==> src/rtl/tt_sweep_if.sv <==
// Handshake bundle between the truth-table sweeper and its test environment.
// The master side owns start/abort/c/expected; the sweeper (slave) owns the rest.
interface tt_sweep_if #(
    parameter int N_IN = 2
);
    localparam int NCOMB = 1 << N_IN;

    logic             start;
    logic             abort;
    logic [N_IN-1:0]  stim;
    logic             c;
    logic             busy;
    logic             done;
    logic [NCOMB-1:0] result;
    logic [NCOMB-1:0] expected;
    logic             pass;

    modport master (
        output start, abort, c, expected,
        input  stim, busy, done, result, pass
    );

    modport slave (
        input  start, abort, c, expected,
        output stim, busy, done, result, pass
    );
endinterface

==> src/rtl/tt_sweep.sv <==
// Self-running truth-table sweep: steps stim through every combination, waits
// SETTLE_CYC cycles per step and captures c into result. Macro TT_SWEEP_CHECK_EN adds a pass/fail compare.
module tt_sweep #(
    parameter int N_IN       = 2,
    parameter int SETTLE_CYC = 4
) (
    input  logic       clk,
    input  logic       rst_n,
    tt_sweep_if.slave  bus
);
    localparam int              NCOMB     = 1 << N_IN;
    localparam logic [7:0]      LAST_CNT  = 8'(SETTLE_CYC - 1);
    localparam logic [N_IN-1:0] LAST_STIM = {N_IN{1'b1}};
    localparam logic [N_IN-1:0] ONE_STIM  = N_IN'(1);

    typedef enum logic [1:0] {
        ST_IDLE   = 2'd0,
        ST_SETTLE = 2'd1,
        ST_DONE   = 2'd2
    } state_t;

    state_t           r_state;
    logic [7:0]       r_cnt;
    logic [N_IN-1:0]  r_stim;
    logic             r_busy;
    logic             r_done;
    logic [NCOMB-1:0] r_result;
    logic [NCOMB-1:0] w_result_next;
    logic             w_accept;
    logic             w_sample;
    logic             w_final;

    // Capture view with the current c folded into its slot; the final compare needs it.
    always_comb begin
        w_result_next         = r_result;
        w_result_next[r_stim] = bus.c;
    end

    assign w_accept = (r_state == ST_IDLE) && bus.start && !bus.abort;
    assign w_sample = (r_state == ST_SETTLE) && !bus.abort && (r_cnt == LAST_CNT);
    assign w_final  = w_sample && (r_stim == LAST_STIM);

    // Sweep sequencer: abort has priority over sampling in SETTLE.
    always_ff @(posedge clk or negedge rst_n) begin
        if (!rst_n) begin
            r_state  <= ST_IDLE;
            r_cnt    <= 8'd0;
            r_stim   <= '0;
            r_busy   <= 1'b0;
            r_done   <= 1'b0;
            r_result <= '0;
        end else begin
            case (r_state)
                ST_IDLE: begin
                    r_done <= 1'b0;
                    if (w_accept) begin
                        r_state  <= ST_SETTLE;
                        r_stim   <= '0;
                        r_result <= '0;
                        r_busy   <= 1'b1;
                        r_cnt    <= 8'd0;
                    end
                end
                ST_SETTLE: begin
                    if (bus.abort) begin
                        r_state <= ST_IDLE;
                        r_stim  <= '0;
                        r_busy  <= 1'b0;
                        r_cnt   <= 8'd0;
                    end else if (r_cnt == LAST_CNT) begin
                        r_result <= w_result_next;
                        r_cnt    <= 8'd0;
                        if (r_stim != LAST_STIM) begin
                            r_stim <= r_stim + ONE_STIM;
                        end else begin
                            r_stim  <= '0;
                            r_busy  <= 1'b0;
                            r_done  <= 1'b1;
                            r_state <= ST_DONE;
                        end
                    end else begin
                        r_cnt <= r_cnt + 8'd1;
                    end
                end
                ST_DONE: begin
                    r_done  <= 1'b0;
                    r_state <= ST_IDLE;
                end
                default: begin
                    r_state <= ST_IDLE;
                    r_cnt   <= 8'd0;
                    r_stim  <= '0;
                    r_busy  <= 1'b0;
                    r_done  <= 1'b0;
                end
            endcase
        end
    end

`ifdef TT_SWEEP_CHECK_EN
    logic r_pass;

    // Verdict is struck on the final sample and cleared by the next accepted start.
    always_ff @(posedge clk or negedge rst_n) begin
        if (!rst_n) begin
            r_pass <= 1'b0;
        end else if (w_accept) begin
            r_pass <= 1'b0;
        end else if (w_final) begin
            r_pass <= (w_result_next == bus.expected);
        end
    end

    assign bus.pass = r_pass;
`else
    assign bus.pass = 1'b0;
`endif

    assign bus.stim   = r_stim;
    assign bus.busy   = r_busy;
    assign bus.done   = r_done;
    assign bus.result = r_result;
endmodule

==> src/flat_wrapper.sv <==
// flat-port wrapper written by rule: the top's interface ports become plain ports
module tt_sweep_flat 
#(
    parameter int N_IN       = 2,
    parameter int SETTLE_CYC = 4
)
  (clk, rst_n, bus_start, bus_abort, bus_c, bus_expected, bus_stim, bus_busy, bus_done, bus_result, bus_pass);
  tt_sweep_if #(.N_IN(N_IN)) bus_i ();
  input  logic clk;
  input  logic rst_n;
  input wire logic [$bits(bus_i.start)-1:0] bus_start;
  input wire logic [$bits(bus_i.abort)-1:0] bus_abort;
  input wire logic [$bits(bus_i.c)-1:0] bus_c;
  input wire logic [$bits(bus_i.expected)-1:0] bus_expected;
  output wire logic [$bits(bus_i.stim)-1:0] bus_stim;
  output wire logic [$bits(bus_i.busy)-1:0] bus_busy;
  output wire logic [$bits(bus_i.done)-1:0] bus_done;
  output wire logic [$bits(bus_i.result)-1:0] bus_result;
  output wire logic [$bits(bus_i.pass)-1:0] bus_pass;
  assign bus_i.start = bus_start;
  assign bus_i.abort = bus_abort;
  assign bus_i.c = bus_c;
  assign bus_i.expected = bus_expected;
  assign bus_stim = bus_i.stim;
  assign bus_busy = bus_i.busy;
  assign bus_done = bus_i.done;
  assign bus_result = bus_i.result;
  assign bus_pass = bus_i.pass;
  tt_sweep #(.N_IN(N_IN), .SETTLE_CYC(SETTLE_CYC)) u_core (.clk(clk), .rst_n(rst_n), .bus(bus_i));
endmodule
==> config.mk <==
export PLATFORM = sky130hd
export DESIGN_NAME = tt_sweep_flat
export DESIGN_NICKNAME = d
export VERILOG_FILES = /design/src/rtl/tt_sweep_if.sv /design/src/rtl/tt_sweep.sv /design/src/flat_wrapper.sv
export SDC_FILE = /design/constraint.sdc
export NUM_CORES = 1
export LEC_CHECK = 0
export BUFFER_PORTS_ARGS = -buffer_cell sky130_fd_sc_hd__buf_2
export CAP_MARGIN = 25
export CORE_MARGIN = 4
export CORE_UTILIZATION = 41
export CTS_CLUSTER_SIZE = 25
export DETAILED_ROUTE_END_ITERATION = 10
export MAX_ROUTING_LAYER = met4
export SKIP_LAST_GASP = 1
export SLEW_MARGIN = 10
export SYNTH_ARGS = -nofsm -noshare
export SYNTH_HDL_FRONTEND = slang
export SYNTH_SLANG_ARGS = --single-unit
==> constraint.sdc <==
create_clock -name clk -period 1.5 [get_ports clk]
set_input_delay 0.225 -clock clk [delete_from_list [all_inputs] [get_ports clk]]
set_output_delay 0.225 -clock clk [all_outputs]
set_load 0.02 [all_outputs]
==> reports/metrics.cfg, run 1 <==
[status]
status = complete, but fails checks
violations = setup timing

[timing]
rsz0062_at_grt = true
drv_slew = 0
fin_skew_ps = 1.12
min_period_ps = 1530
min_period_over_period_pct = 102
setup_slack_ps = -29.4
max_freq_ghz = 0.654
finalHoldViolations = 0
setup_viol = 6

[setup_path]
crit_fanout = 6
crit_path_start_kind = flip-flop
path_class = flip-flop to flip-flop
worstSetupEndpointType = flip-flop
crit_required_ps = 1720
worstPathArrival_ps = 1750

[pwr]
power.total_mw = 1.03
power_density_mw_per_mm2 = 837
power.leakage_nw = 0.615
ir_drop_mv = 0.526

[logic_synthesis]
synth.distinct_cells = 32
synth.area.top_cells = dfrtp_1, ha_1, xor2_1
yosys_register_bits = 18
synth-edff-count = 0
synth_xor_area_share_pct = 5.30
synth_top_family_by_area = simple AND/OR/NAND/NOR gates
synth_nets = 107
synth_top_cell_by_area = dfrtp_1
yosys-mux-area-fraction_pct = 0
async_reset_ff_share_pct = 100
ys_seq_area_share_pct = 45.5
syn_area_per_cell_um2 = 10.7
synth_fa_ha_area_share_pct = 6.31
synth_area_um2 = 991
yosysTopAreaCellShare_pct = 45.5
synthFlopType = dfrtp_1
yosysWarnings = 0
yosysMostFrequentCell = dfrtp_1
synth_compound_area_share_pct = 14.8
synth_simple_gate_area_share_pct = 25.4
syn_inst = 93
ys_top_cells_by_count = dfrtp_1, nor2_1, xor2_1

[route]
wl_per_cell_um = 13.9
antenna_left = 0
drt_iter0_drc = 18
wirelength_um = 2100
drc = 0
first_pass_iters = 4
vias = 820
viasPerCell = 5.43

[grt]
grt_max_degree = 19
grt_pass1_vias = 805
grt_pass1_wl_um = 3740
grt.total_usage_pct = 15.2
antenna_found_initial = 0
grt.overflow.total = 0

[die]
start_util_pct = 44.0
die_area_mm2 = 0.00327
io_pins = 18
rows = 17
die_y_um = 57.2
die_x_um = 57.2
core_mm2 = 0.00225

[cts]
numCtsBuffers = 3
htree_levels = 1
path_clk_slew_ps = 100
clock_tree.root_cell = clkbuf_4
post_cts_buffers = 0
insertion_delay_ps = 280
numClockSinks = 18
cts_tree = done
cts_buffer_depth = 2

[min_path]
holdCritPathClass = input port to flip-flop

[place]
place_congestion = 0.807
placed_area_mm2 = 0.00119
port_buffers = 12
dpl.hpwl_um = 1570
dp_slack_ps = -9.60

[final_layout]
diodes = 0
final_util_pct = 54.8
nets = 139
stdcell_area_mm2 = 0.00123
area_growth_syn_to_layout_pct = 24.6
drive_above_1_share_pct = 30.9

[run]
cap_viol_max_count = 0

timing repair:
item | in CTS | in global routing
hold endpoints to repair | 18 | 0
hold buffers | 1 | 0
gates resized for setup | 1 | 1
setup endpoints to repair | 6 | 14
pin swaps | 0 | 1
cells in the final DEF, fill, tap and decap left out, drive strengths merged:
master | Yosys | final
nor4 | 1 | 1
nor2b | 1 | 1
xor2 | 6 | 6
o21ai | 4 | 4
and2 | 2 | 2
a32oi | 1 | 1
or4 | 1 | 1
o21a | 1 | 1
nand3 | 4 | 4
nand2b | 1 | 1
a22o | 1 | 1
dlygate4sd3 | 0 | 1
o211ai | 3 | 3
clkbuf | 0 | 3
ha | 5 | 5
and3 | 5 | 5
o2111ai | 2 | 2
o31ai | 1 | 1
and4 | 3 | 3
a221o | 3 | 3
nand2 | 6 | 6
inv | 3 | 3
nor2 | 12 | 12
nor3b | 3 | 3
a32o | 1 | 1
buf | 2 | 28
dfrtp | 18 | 18
a21oi | 2 | 2
conb | 1 | 1
metrics by stage:
step	hold WS [ps]	instances	TNS [ps]
global route	320	151	-1020
CTS	320	151	-25.7
floorplan	-70.6	93	0
finish	325	151	-78.4
global placement	184	147	-94.4
detailed placement	182	147	-11.2
layer usage:
| metal | vias up | share of wire (%) | track usage, % |
|---|---|---|---|
| met5 | - | 0 | - |
| met4 | 0 | 2.2 | 7.62 |
| met3 | 6 | 4.0 | 2.94 |
| met2 | 25 | 45 | 20.6 |
| met1 | 389 | 49 | 21.4 |
| li1 | 400 | - | - |
critical path, cell delays in order (launching register included):
cell and delay [ps]:
dfrtp_1 430, nor4_4 280, buf_4 180, nand2_2 70, or4_1 410, o21ai_1 90
final cells by class:
cell class	instances	area, um^2
Sequential cell	18	450
Tap cell	28	35.0
Inverter	3	11.3
Fill cell	217	1020
Clock buffer	3	22.5
Multi-Input combinational cell	70	526
Timing Repair Buffer	29	190
worst paths after layout:
check	from	to	slack (ps)	depth (start not counted)
setup / recovery	u_core.r_cnt[5]	u_core.bus.stim[0]	-30	5
hold / removal	bus_abort	u_core.bus.done	330	3
setup reg to reg	u_core.r_cnt[5]	u_core.bus.stim[0]	-30	5
hold reg to reg	u_core.bus.done	u_core.bus.done	490	1
max in group asynchronous	rst_n	u_core.r_cnt[3]	830	2
min in group asynchronous	rst_n	u_core.r_cnt[7]	390	2
cells by family after synthesis:
group,after synthesis
other,1
xor gates and xnor gates,6
DFF,18
and+or+nand+nor,39
AOI/OAI and AO/OA,19
adders and majority gates,5
buffers and inverters,5
sequential cells by signal, indices dropped and copies added (netlist names):
register and count:
u_core.r_cnt 8, u_core.bus.done 1, u_core.bus.busy 1, u_core.bus.stim 2, u_core.bus.result 4, u_core.r_state 2
power breakdown:
group	leakage, nW	total [mW]	switching (mW)	internal (mW)
Combinational	0.355	0.248	0.140	0.108
Clock	0.0138	0.234	0.140	0.0932
Sequential	0.246	0.552	0.0281	0.524
Total	0.615	1.03	0.309	0.725
Note: power is estimated with default switching activity, not from simulation.
==> run 2, diff against run 1 <==
- CTS_BUF_LIST: default -> sky130_fd_sc_hd__clkbuf_16
==> run 2 against run 1 <==
Compared with the run above: the run still ends with setup timing left; worst setup slack worse by 0.84 ps; final cell count stayed put; via count is 2.8% higher; maximum frequency hardly changed; clock skew is 0.80 ps higher; count of clock-buffer cells in the layout stayed put; non-clock buffer count stayed put; die area stayed put; combinational power is 3% higher; clock power is 120% higher; cell area is 4.9% higher; register-to-register slack hardly changed; critical endpoint unchanged.
==> reports/metrics.cfg, run 2 (synthesized netlist as in run 1, its figures left out) <==
[grt]
grt_max_degree = 19  ; unchanged
antenna_found_initial = 0  ; unchanged
grt_pass1_wl_um = 3710  ; -0.91%
grt.overflow.total = 0  ; unchanged
grt.total_usage_pct = 14.8  ; -0.34 points
grt_pass1_vias = 814  ; +1.1%

[pwr]
swShare_pct = 25.9  ; -4.0 points
p_int_uw = 986  ; +36%
p_seq_share_pct = 41.6  ; -12 points
power_density_mw_per_mm2 = 1030  ; +23%
clock_power_share_pct = 39.2  ; +17 points
ir_drop_mv = 0.650  ; +24%
p_comb_share_pct = 19.3  ; -4.7 points
switchingPower_uw = 344  ; +11%
power.leakage_nw = 0.639  ; +4.0%

[setup_path]
path_cells = nor4_4 > buf_4 > nand2_2 > or4_1 > o21ai_1
crit_fanout = 6  ; unchanged
path_class = flip-flop to flip-flop
crit_required_ps = 1670  ; -50 ps
crit_path_top_delay_cell = or4_1
slowest_delay_ps = 420  ; about the same
crit_path_start_kind = flip-flop
worstSetupEndpointType = flip-flop
worstPathArrival_ps = 1700  ; -50 ps

[timing]
drv_slew = 0  ; unchanged
finalHoldViolations = 0  ; unchanged
hold-worst-slack_ps = 370  ; +45.0 ps
rsz0062_at_grt = true
fin_skew_ps = 1.92  ; +0.801 ps
fin_tns_setup_ps = -30.2  ; +48.2 ps
setup_slack_ps = -30.2  ; -0.843 ps
setup_viol = 1  ; -5
max_freq_ghz = 0.653  ; about the same
min_period_ps = 1530  ; +0.843 ps
min_period_over_period_pct = 102  ; about the same

[route]
wirelength_um = 2120  ; +1.1%
viasPerCell = 5.58  ; +2.8%
first_pass_iters = 4  ; unchanged
drc = 0  ; unchanged
antenna_left = 0  ; unchanged
wl_per_cell_um = 14.0  ; +1.1%
vias = 843  ; +2.8%
drt_iter0_drc = 25  ; +7

[cts]
numCtsBuffers = 3  ; unchanged
post_cts_buffers = 0  ; unchanged
numClockSinks = 18  ; unchanged
clock_tree.root_cell = clkbuf_16
insertion_delay_ps = 250  ; -30 ps
cts_buffer_depth = 2  ; unchanged
htree_levels = 1  ; unchanged
cts_tree = done
path_clk_slew_ps = 50  ; -50 ps

[final_layout]
largest-register = u_core.r_cnt
largest_reg_flops = 8  ; unchanged
drive_above_1_share_pct = 30.9  ; unchanged
fin_cells = 151  ; unchanged
layout_commonest_cell = dfrtp_1
final_cell_mix = dfrtp_1, buf_4, nor2_1, buf_2, xor2_1
n_fill_cell = 200  ; -7.8%
diodes = 0  ; unchanged
final_util_pct = 57.4  ; +2.7 points
area_growth_syn_to_layout_pct = 30.7
nets = 139  ; unchanged

[run]
cap_viol_max_count = 0  ; unchanged

[die]
core_mm2 = 0.00225  ; unchanged
start_util_pct = 44.0  ; unchanged
die_area_mm2 = 0.00327  ; unchanged
die_x_um = 57.2  ; unchanged
io_pins = 18  ; unchanged
die_y_um = 57.2  ; unchanged
rows = 17  ; unchanged

[status]
status = complete, but fails checks
violations = setup timing

[place]
port_buffers = 12  ; unchanged
dp.cells = 147  ; unchanged
dp_slack_ps = -9.60  ; unchanged
dpl.hpwl_um = 1570  ; unchanged
place_congestion = 0.807  ; unchanged

[min_path]
holdCritPathClass = input port to flip-flop

run 2: changes by cell type in the layout (fill, tap and decap cells not counted):
cell	delta
a21oi_2	-1
a21oi_4	+1
clkbuf_16	+3
clkbuf_4	-3
run 2: path summary, 6_finish.rpt:
check	startpoint	endpoint	slack, ps	cells after the start
setup / recovery	u_core.r_cnt[5]	u_core.bus.stim[0]	-30	5
hold / removal	bus_abort	u_core.bus.done	370	3
setup reg to reg	u_core.r_cnt[5]	u_core.bus.stim[0]	-30	5
hold reg to reg	u_core.bus.done	u_core.bus.done	480	1
max in group asynchronous	rst_n	u_core.r_cnt[3]	780	2
min in group asynchronous	rst_n	u_core.r_cnt[7]	440	2
run 2: layout make-up:
cell class | instances | area, um^2 | share of cell area (%)
multi-input cells | 70 | 533 | 41.2
flip-flops and latches | 18 | 450 | 34.8
repair buffers | 29 | 190 | 14.7
clock buffers | 3 | 75.1 | 5.80
well taps | 28 | 35.0 | 2.71
inverters | 3 | 11.3 | 0.870
run 2: repair_timing:
| item | CTS | global route |
|---|---|---|
| hold endpoints to repair | 18 | 0 |
| hold buffers | 1 | 0 |
| resized for setup | 1 | 2 |
| endpoints found under the setup margin | 9 | 14 |
| pin swaps | 0 | 2 |
run 2: worst max-delay path, delay by kind of cell, from the launching register on:
| kind | cells | cell delay [ps] |
|---|---|---|
| buf+inv | 1 | 180 |
| simple gates | 3 | 780 |
| compound gates | 1 | 90 |
| flops | 1 | 410 |
run 2: stage by stage:
step / total power [mW] / instance area (um^2)
global route: 1.40 / 1290
CTS: 1.33 / 1280
finish: 1.33 / 1290
global placement: 0.801 / 1190
floorplan: 0.693 / 991
detailed placement: 0.806 / 1190
run 2: metal layers:
metal	vias to the layer above	global-route usage (%)	part of all wire (%)	wire length (um)
met1	413	21.7	48	1020
met2	26	19.4	45	945
li1	399	-	-	-
met5	-	-	0	0
met3	5	2.49	5.4	115
met4	0	7.62	1.9	40
run 2: power by group through the flow:
stage                     Clock (mW)  Sequential [mW]  Combinational (mW)
after floorplan                    0            0.595              0.0982
after detailed placement           0            0.561               0.245
after global placement             0            0.558               0.243
after CTS                      0.529            0.554               0.251
final                          0.521            0.553               0.256
after global routing           0.559            0.560               0.280
==> run 3, diff against run 2 <==
- BUFFER_PORTS_ARGS: -buffer_cell sky130_fd_sc_hd__buf_2 -> default
- DONT_BUFFER_PORTS: default -> 1
==> run 3 against run 2 <==
Compared with the run above: the run still ends with setup timing left; clock power is 5.0% higher; critical endpoint unchanged; core utilization is 0.17 points lower; combinational power is 25% lower; largest cell class unchanged; first-iteration DRC count is 12% lower.
==> reports/metrics.cfg, run 3 (synthesized netlist as in run 1, its figures left out) <==
[status]
status = complete, but fails checks
violations = setup timing

[setup_path]
crit_required_ps = 1680  ; about the same
slowest_delay_ps = 470  ; +50 ps
r2r_cells = 5  ; unchanged
path_cells = nor4_4 > buf_4 > nand2_2 > or4_1 > o21ai_1
crit_path_start_kind = flip-flop
path_class = flip-flop to flip-flop
worstSetupEndpointType = flip-flop
crit_path_top_delay_cell = or4_1
crit_fanout = 6  ; unchanged
worstPathArrival_ps = 1730  ; +30 ps

[grt]
antenna_found_initial = 0  ; unchanged
grt_pass1_wl_um = 3720  ; +0.38%
grt.total_usage_pct = 15.2  ; +0.39 points
grt.overflow.total = 0  ; unchanged
grt_pass1_vias = 791  ; -2.8%
grt_max_degree = 19  ; unchanged

[pwr]
swShare_pct = 26.8  ; +0.95 points
power.total_mw = 1.33  ; +0.18%
p_seq_share_pct = 44.5  ; +2.9 points
switchingPower_uw = 357  ; +3.8%
ir_drop_mv = 0.600  ; -7.8%
power.leakage_nw = 0.609  ; -4.8%
p_int_uw = 975  ; -1.1%
power_density_mw_per_mm2 = 1030  ; +0.47%
clock_power_share_pct = 41.0  ; +1.8 points
p_comb_share_pct = 14.4  ; -4.9 points

[final_layout]
drive_above_1_share_pct = 27.4  ; -3.5 points
n_fill_cell = 202  ; +1.0%
area_growth_syn_to_layout_pct = 30.3
largest-register = u_core.r_cnt
diodes = 0  ; unchanged
nets = 132  ; -5.0%
final_cell_mix = buf_4, dfrtp_1, nor2_1
layout_commonest_cell = buf_4
largest_reg_flops = 8  ; unchanged
stdcell_area_mm2 = 0.00129  ; -0.29%

[timing]
fin_skew_ps = 5.79  ; +3.87 ps
drv_slew = 0  ; unchanged
setup_slack_ps = -56.2  ; -25.9 ps
min_period_ps = 1560  ; +25.9 ps
min_period_over_period_pct = 104  ; +1.7 points
max_freq_ghz = 0.643  ; -1.7%
setup_viol = 5  ; +4
hold-worst-slack_ps = 189  ; -181 ps
finalHoldViolations = 0  ; unchanged
slew_headroom_pct = 44.5
worst_pin_slew_ps = 830
rsz0062_at_grt = true

[die]
start_util_pct = 44.0  ; unchanged
core_mm2 = 0.00225  ; unchanged
die_x_um = 57.2  ; unchanged
io_pins = 18  ; unchanged
die_y_um = 57.2  ; unchanged
rows = 17  ; unchanged
die_area_mm2 = 0.00327  ; unchanged

[route]
wl_per_cell_um = 14.9  ; +6.2%
viasPerCell = 5.43  ; -2.7%
drt_iter0_drc = 22  ; -12%
first_pass_iters = 4  ; unchanged
vias = 788  ; -6.5%
wirelength_um = 2160  ; +2.0%
wl_met2_um = 1000  ; +6.2%
m1WireLength_um = 1010  ; -0.78%
drc = 0  ; unchanged
wl_met3_um = 109  ; -5.2%
antenna_left = 0  ; unchanged
highest_layer = met4

[cts]
numCtsBuffers = 3  ; unchanged
path_clk_slew_ps = 60  ; about the same
cts_tree = done
htree_levels = 1  ; unchanged
numClockSinks = 18  ; unchanged
clock_tree.root_cell = clkbuf_16
cts_buffer_depth = 2  ; unchanged
insertion_delay_ps = 250  ; about the same

[min_path]
holdCritPathClass = input port to flip-flop
min_path_cells = 2  ; -1

[run]
cap_viol_max_count = 0  ; unchanged

[place]
place_congestion = 0.745  ; -7.7%
port_buffers = 0  ; -12
dp_slack_ps = -48.5  ; -38.9 ps
placed_area_mm2 = 0.00115  ; -3.8%
dpl.hpwl_um = 1550  ; -1.3%

## run 3: cell count changes in the layout (fill, tap and decap cells not counted), sizes merged
cell | previous run | this run
buf | 28 | 21
clkinv | 0 | 1
## run 3: per-layer routing
metal	up-vias	GRT usage [%]
li1	389	-
met1	376	19.0
met2	18	22.7
met3	5	4.75
met4	0	6.62
met5	-	-
## run 3: power groups by stage
stage / clock network (mW) / registers [mW] / logic [mW]
2_1_floorplan: 0 / 0.595 / 0.0982
3_3_place_gp: 0 / 0.598 / 0.165
3_5_place_dp: 0 / 0.599 / 0.170
4_1_cts: 0.551 / 0.591 / 0.186
5_1_grt: 0.574 / 0.601 / 0.215
6_report: 0.547 / 0.594 / 0.192
## run 3: final timing paths
path,from,slack [ps],to
max,u_core.r_cnt[5],-60,u_core.bus.stim[0]
min,bus_abort,190,u_core.bus.done
max reg2reg,u_core.r_cnt[5],-60,u_core.bus.stim[0]
min reg2reg,u_core.r_state[0],510,u_core.bus.busy
max in group asynchronous,rst_n,470,u_core.bus.result[2]
min in group asynchronous,rst_n,520,u_core.r_cnt[6]
## run 3: worst max-delay path, delay by kind of cell (launching register included)
kind | cells | cell delay [ps]
simple gates | 3 | 810
compound gates | 1 | 90
flops | 1 | 410
buf+inv | 1 | 180
## run 3: final cells by class
type                            count  area [um^2]  area share [%]
Clock buffer                        3         75.1            5.81
Clock inverter                      1         3.75           0.291
Inverter                            3         11.3           0.872
Multi-Input combinational cell     70          541            41.9
Sequential cell                    18          450            34.9
Tap cell                           28         35.0            2.71
Timing Repair Buffer               22          175            13.6
## run 3: per-stage QoR
step,instances,utilization (%),setup TNS [ps]
2_1_floorplan,93,-,0
3_3_place_gp,137,50.9,-27.6
3_5_place_dp,137,50.9,-115
4_1_cts,143,55.6,-16.9
5_1_grt,145,57.3,-831
6_report,145,57.3,-190
## run 3: what timing repair did
item / CTS / global route
hold buffers: 1 / 0
setup endpoints to repair: 4 / 16
endpoints found under the hold margin: 18 / 0
resized for setup: 2 / 4
pin swaps: 1 / 4
buffers inserted: 1 / 2
